File: src/rtl/fft_pkg.sv
// Shared constants and types for the 64-point FFT output-stream consumers.
package fft_pkg;

  localparam int FFT_N     = 64;
  localparam int FFT_LOG2N = 6;
  localparam int FFT_DW    = 16;

  typedef struct packed {
    logic signed [FFT_DW-1:0] re;
    logic signed [FFT_DW-1:0] im;
  } cplx_t;

  typedef logic [2*FFT_DW:0] mag_t;

  typedef enum logic [2:0] {
    IDLE     = 3'd0,
    COLLECT  = 3'd1,
    DRAIN    = 3'd2,
    REPORT   = 3'd3,
    WAIT_LOW = 3'd4
  } peak_state_t;

endpackage

File: src/rtl/fft_peak_detector_mag_sq_pipe.sv
// Two-stage |X|^2 unit: stage 1 squares re and im, stage 2 sums them.
// A valid bit and an index sideband travel alongside the data.
module mag_sq_pipe #(
  parameter int DW = 16,
  parameter int IW = 6
) (
  input  logic            clk,
  input  logic            reset,
  input  logic            i_flush,
  input  logic            i_valid,
  input  logic [2*DW-1:0] i_data,
  input  logic [IW-1:0]   i_idx,
  output logic            o_valid,
  output logic [2*DW:0]   o_mag,
  output logic [IW-1:0]   o_idx
);

  logic signed [DW-1:0]   w_re;
  logic signed [DW-1:0]   w_im;
  logic signed [2*DW-1:0] r_re_sq;
  logic signed [2*DW-1:0] r_im_sq;
  logic                   r_v1;
  logic [IW-1:0]          r_idx1;
  logic                   r_v2;
  logic [2*DW:0]          r_mag;
  logic [IW-1:0]          r_idx2;

  assign w_re = i_data[2*DW-1:DW];
  assign w_im = i_data[DW-1:0];

  // Squares are non-negative, so the sum is formed as an unsigned 2*DW+1 value.
  always_ff @(posedge clk) begin
    if (!reset) begin
      r_v1    <= 1'b0;
      r_v2    <= 1'b0;
      r_re_sq <= '0;
      r_im_sq <= '0;
      r_idx1  <= '0;
      r_idx2  <= '0;
      r_mag   <= '0;
    end else begin
      r_v1    <= i_valid & ~i_flush;
      r_re_sq <= w_re * w_re;
      r_im_sq <= w_im * w_im;
      r_idx1  <= i_idx;
      r_v2    <= r_v1 & ~i_flush;
      r_mag   <= {1'b0, r_re_sq} + {1'b0, r_im_sq};
      r_idx2  <= r_idx1;
    end
  end

  assign o_valid = r_v2;
  assign o_mag   = r_mag;
  assign o_idx   = r_idx2;

endmodule

File: src/rtl/fft_peak_detector.sv
// Tracks the largest-|X|^2 bin of each FFT output frame and reports it once per frame.
// Optional PEAK_THRESHOLD_EN adds a minimum-magnitude qualifier (threshold in, peak_found out).
module fft_peak_detector
  import fft_pkg::*;
#(
  parameter int N       = FFT_N,
  parameter int MIN_BIN = 1,
  parameter int DW      = FFT_DW
) (
  input  logic                   clk,
  input  logic                   reset,
  input  logic                   fft_done,
  input  logic                   bin_valid,
  input  logic [2*DW-1:0]        data_in,
`ifdef PEAK_THRESHOLD_EN
  input  logic [2*DW:0]          threshold,
  output logic                   peak_found,
`endif
  output logic                   peak_valid,
  output logic [$clog2(N)-1:0]   peak_bin,
  output logic [2*DW:0]          peak_mag,
  output logic                   frame_err,
  output logic                   busy
);

  localparam int LW = $clog2(N);
  localparam int MW = 2*DW + 1;

  peak_state_t   r_state;
  logic          r_done_d;
  logic [LW-1:0] r_bin_cnt;
  logic          r_drain;
  logic [MW-1:0] r_best_mag;
  logic [LW-1:0] r_best_bin;
  logic          r_peak_valid;
  logic [LW-1:0] r_peak_bin;
  logic [MW-1:0] r_peak_mag;
  logic          r_frame_err;
`ifdef PEAK_THRESHOLD_EN
  logic [MW-1:0] r_threshold;
  logic          r_peak_found;
`endif

  logic          w_start;
  logic          w_strobe;
  logic          w_pipe_valid;
  logic [MW-1:0] w_pipe_mag;
  logic [LW-1:0] w_pipe_idx;
  logic          w_in_band;
  logic          w_better;

  assign w_start   = (r_state == IDLE) && fft_done && !r_done_d;
  assign w_strobe  = (r_state == COLLECT) && fft_done && bin_valid;
  assign w_in_band = (w_pipe_idx >= LW'(MIN_BIN)) && (w_pipe_idx < LW'(N/2));
  assign w_better  = w_pipe_valid && w_in_band && (w_pipe_mag > r_best_mag);

  mag_sq_pipe #(.DW(DW), .IW(LW)) u_mag (
    .clk     (clk),
    .reset   (reset),
    .i_flush (w_start),
    .i_valid (w_strobe),
    .i_data  (data_in),
    .i_idx   (r_bin_cnt),
    .o_valid (w_pipe_valid),
    .o_mag   (w_pipe_mag),
    .o_idx   (w_pipe_idx)
  );

  // Frame FSM, running maximum and registered report outputs.
  always_ff @(posedge clk) begin
    if (!reset) begin
      r_state      <= IDLE;
      r_done_d     <= 1'b0;
      r_bin_cnt    <= '0;
      r_drain      <= 1'b0;
      r_best_mag   <= '0;
      r_best_bin   <= '0;
      r_peak_valid <= 1'b0;
      r_peak_bin   <= '0;
      r_peak_mag   <= '0;
      r_frame_err  <= 1'b0;
`ifdef PEAK_THRESHOLD_EN
      r_threshold  <= '0;
      r_peak_found <= 1'b0;
`endif
    end else begin
      r_done_d     <= fft_done;
      r_peak_valid <= 1'b0;
      r_frame_err  <= 1'b0;

      // Strict compare in natural bin order keeps the lower index on ties.
      if (w_start) begin
        r_best_mag <= '0;
        r_best_bin <= LW'(MIN_BIN);
      end else if (w_better) begin
        r_best_mag <= w_pipe_mag;
        r_best_bin <= w_pipe_idx;
      end

      case (r_state)
        IDLE: begin
          if (w_start) begin
            r_state   <= COLLECT;
            r_bin_cnt <= '0;
`ifdef PEAK_THRESHOLD_EN
            r_threshold <= threshold;
`endif
          end
        end
        COLLECT: begin
          if (!fft_done) begin
            r_frame_err <= 1'b1;
            r_state     <= IDLE;
          end else if (bin_valid) begin
            r_bin_cnt <= r_bin_cnt + LW'(1);
            if (r_bin_cnt == LW'(N-1)) begin
              r_state <= DRAIN;
              r_drain <= 1'b0;
            end
          end
        end
        DRAIN: begin
          if (r_drain) begin
            r_state <= REPORT;
          end else begin
            r_drain <= 1'b1;
          end
        end
        REPORT: begin
          r_peak_valid <= 1'b1;
          r_state      <= WAIT_LOW;
`ifdef PEAK_THRESHOLD_EN
          if (r_best_mag >= r_threshold) begin
            r_peak_found <= 1'b1;
            r_peak_bin   <= r_best_bin;
            r_peak_mag   <= r_best_mag;
          end else begin
            r_peak_found <= 1'b0;
            r_peak_bin   <= '0;
            r_peak_mag   <= '0;
          end
`else
          r_peak_bin <= r_best_bin;
          r_peak_mag <= r_best_mag;
`endif
        end
        WAIT_LOW: begin
          if (!fft_done) begin
            r_state <= IDLE;
          end
        end
        default: r_state <= IDLE;
      endcase
    end
  end

  assign peak_valid = r_peak_valid;
  assign peak_bin   = r_peak_bin;
  assign peak_mag   = r_peak_mag;
  assign frame_err  = r_frame_err;
  assign busy       = (r_state == COLLECT) || (r_state == DRAIN);
`ifdef PEAK_THRESHOLD_EN
  assign peak_found = r_peak_found;
`endif

endmodule

File: config.mk
export PLATFORM = sky130hd
export DESIGN_NAME = fft_peak_detector
export DESIGN_NICKNAME = d
export VERILOG_FILES = /design/src/rtl/fft_pkg.sv /design/src/rtl/fft_peak_detector_mag_sq_pipe.sv /design/src/rtl/fft_peak_detector.sv
export SDC_FILE = /design/constraint.sdc
export NUM_CORES = 2
export LEC_CHECK = 0
export CAP_MARGIN = 20
export CORE_MARGIN = 2
export CORE_UTILIZATION = 55
export DETAILED_ROUTE_END_ITERATION = 6
export DONT_BUFFER_PORTS = 1
export GPL_ROUTABILITY_DRIVEN = 0
export PLACE_DENSITY = 0.7
export RECOVER_POWER = 50
export SLEW_MARGIN = 10
export SYNTH_ARGS = -nofsm -noshare
export SYNTH_HDL_FRONTEND = slang
export SYNTH_SLANG_ARGS = --single-unit
File: constraint.sdc
create_clock -name clk -period 7.92 [get_ports clk]
set_clock_uncertainty 0.05 [all_clocks]
set_input_delay 0.792 -clock clk [delete_from_list [all_inputs] [get_ports clk]]
set_output_delay 0.792 -clock clk [all_outputs]
set_load 0.01 [all_outputs]
==> out/qor.csv <==
metric,value,unit
synth_area_leaders,"fa_1 (36%), dfxtp_1 (15%), ha_1 (12%), inv_1 (10%), nand2_1 (4.0%)",
cp-start-kind,input port,
fin_crit_sh,82.66,%
syn_area,25910,um2
avgSynthCellArea,9.079,um2
ys_types,71,
synth.largest_area_cell,fa_1,
initial_utilization,55.66,%
num_io_pins,78,
path_max_fanout,11,
violations,"max-capacitance violations, max-slew violations",
root_buffer,clkbuf_16,
cts_resized,0,
cts_tree,built,
ys.flop_type,dfxtp_1,
rsz0062_at_grt,false,
critical_path.cell_chain,clkinv_1 > nor2_1 > ha_1 > xor2_1 > fa_1 > fa_1 > inv_1 > fa_1 > fa_1 > inv_1 > fa_1 > inv_1 > ha_1 > and3_1 > nand3_1 > nor4b_1 > o2111ai_1 > nand2_1 > o21ai_0 > o21bai_1 > xnor2_1 > nor2_1,
synth_top_area_share,36.16,%
cts_buffers,17,
max_slew_margin,-125.8,%
drive_above_1_share,2.916,%
globalRouteOverflowTotal,0,
place_hpwl,44400,um
maxCapViolations,3,
grt_max_degree,79,
vias_per_cell,5.278,
clk_pin_slew,0.09,ns
cts_sinks,200,
synthTopCellsByCount,"inv_1 (712), fa_1 (468), nand2_1 (276), ha_1 (245), nor2_1 (216)",
grt_pass1_vias,19500,
cts_buffer_depth,2,
synth_edf_count,0,
cts_setup_buffers,0,
maxSlewViolCount,158,
ff2ff_setup_slack,4.85,ns
numPortBuffers,0,
yosys_warnings,0,
antenna_found_initial,0,
stdcell_count,3419,
layout.nets,3548,
hold_viol_final,0,
clock.fmax,152.8,MHz
slowest_delay,0.54,ns
critPathRequiredTime,8.07,ns
synth-seq-cells,200,
vias,18050,
grt_first_pass_wirelength,91660,um
htreeDepth,4,
num_rows,79,
dieArea,48860,um2
setup_viol,0,
fillerInstances,4078,
async_reset_ff_share,0,%
cp.arrival,6.70,ns
clock_latency,0.45,ns
crit_path_frequent_cell,fa_1,
place_inst,3387,
crit_buf_inv,4,
hold_buffers,0,
num_antenna_cells,0,
drt.antenna.violating_nets,0,
drt_pass1_iterations,6,
finalSetupTns,0,ns
slowest_stage,nor4b_1,
hold_class,register to register,
tightestPinTransition,3.387,ns
critical_path_class,input port to register,
area_delta_synth_final,4.418,%
coreArea,46560,um2
status,finished with violations,
yosysMostFrequentCell,inv_1,
first_iter_violations,856,
fp.dieW,221.1,um
drt_wl_total,52930,um
drc,0,
crit_path_end_kind,register,
yosysSeqAreaShare,15.45,%
routedWlPerCell,15.48,um
syn_nets,3603,
grt_use_total,22.76,%
critical-path-top-delay-family,adder cells,
synth_cells,2854,
die_h,221.1,um
final.min_clock_period,6.547,ns
## worst register-to-register path: stages, from the launching register on
cell and delay (ns):
dfxtp_1 0.33, ha_1 0.35, o211ai_1 0.11, o21ai_0 0.38, nand3_1 0.23, a211oi_1 0.31
a21o_1 0.19, a41o_1 0.28, o22ai_1 0.12, xor2_1 0.27, nor2_1 0.13
## cell type report
type	instances	area [um2]	area share (%)
Inverter	715	2685	9.924
Timing Repair Buffer	6	33.78	0.1249
Tap cell	607	759.5	2.807
Clock buffer	17	425.4	1.572
Multi-Input combinational cell	1859	18930	69.95
Clock inverter	15	221.5	0.8185
Sequential cell	200	4004	14.80
## final timing paths
kind | startpoint | end | depth (start not counted)
setup reg to reg | u_mag.r_re_sq[7]$_SDFF_PN0_ | u_mag.o_mag[30]$_SDFF_PN0_ | 10
hold reg to reg | u_mag.r_idx1[0]$_SDFF_PN0_ | u_mag.o_idx[0]$_SDFF_PN0_ | 1
hold / removal | u_mag.r_idx1[0]$_SDFF_PN0_ | u_mag.o_idx[0]$_SDFF_PN0_ | 1
setup / recovery | data_in[19] | u_mag.r_re_sq[29]$_SDFF_PN0_ | 22
## sequential cells by signal, indices dropped and copies added (netlist names)
register and count:
peak_mag 33, r_best_mag 33, u_mag.o_mag 33, u_mag.r_im_sq 31
u_mag.r_re_sq 31, peak_bin 6, r_best_bin 6, r_bin_cnt 6
u_mag.o_idx 6, u_mag.r_idx1 6, r_state 3, frame_err 1
peak_valid 1, r_done_d 1, r_drain 1, u_mag.o_valid 1
u_mag.r_v1 1
## metrics by stage
| stage | instance area [um2] | setup WS, ns | utilization [%] | hold slack [ns] |
|---|---|---|---|---|
| 6_report | 27060 | 1.373 | 58.12 | 0.3880 |
| 5_1_grt | 27060 | 0.9751 | 58.12 | 0.4084 |
| 4_1_cts | 27070 | 1.448 | 58.14 | 0.3915 |
| 3_5_place_dp | 26420 | 0.9912 | 56.75 | 0.3701 |
| 3_3_place_gp | 26420 | 1.203 | 56.75 | 0.3654 |
| 2_1_floorplan | 25910 | 1.421 | - | 0.3619 |
## cells in the final DEF (no fill, tap or decap), types with 4 or more instances in the layout
cell,synthesis,layout
a211oi_1,13,13
a21o_1,44,44
a21oi_1,115,115
a21oi_2,4,4
a31o_2,12,12
a31oi_1,8,7
and2_0,0,7
and2_1,91,84
and3_1,12,12
clkbuf_16,0,17
clkinv_8,0,5
dfxtp_1,200,200
fa_1,468,468
ha_1,245,245
inv_1,712,712
inv_12,0,5
mux2i_1,41,41
nand2_1,276,276
nand2b_1,20,20
nand3_1,17,17
nand4_1,13,13
nor2_1,216,216
nor2b_1,9,9
nor3_1,19,19
nor3b_1,4,4
o211ai_1,5,5
o21a_1,5,5
o21ai_0,38,38
o21bai_1,11,11
or2_2,7,7
or3_1,4,4
xnor2_1,72,72
xor2_1,37,37
## cells by family after synthesis
logic type               count (synthesis)  share of synthesized area, %
AO/OA/AOI/OAI                          291                         7.374
XOR/XNOR                               109                         3.684
adder cells (fa/ha/maj)                713                         47.99
buffers and inverters                  795                         11.56
flip-flops                             200                         15.45
multiplexers                            42                         1.627
AND/OR/NAND/NOR                        704                         12.31
## layer usage
layer	up-vias	GRT usage [%]	share of wire (%)
met5	-	0	0
met4	0	4.806	1.7
met3	64	1.965	3.4
met2	361	42.11	53
met1	9128	29.00	42
li1	8494	-	-
Power is not shown: default switching activity piles up to over one toggle a cycle in this logic, so the estimate is an artifact.
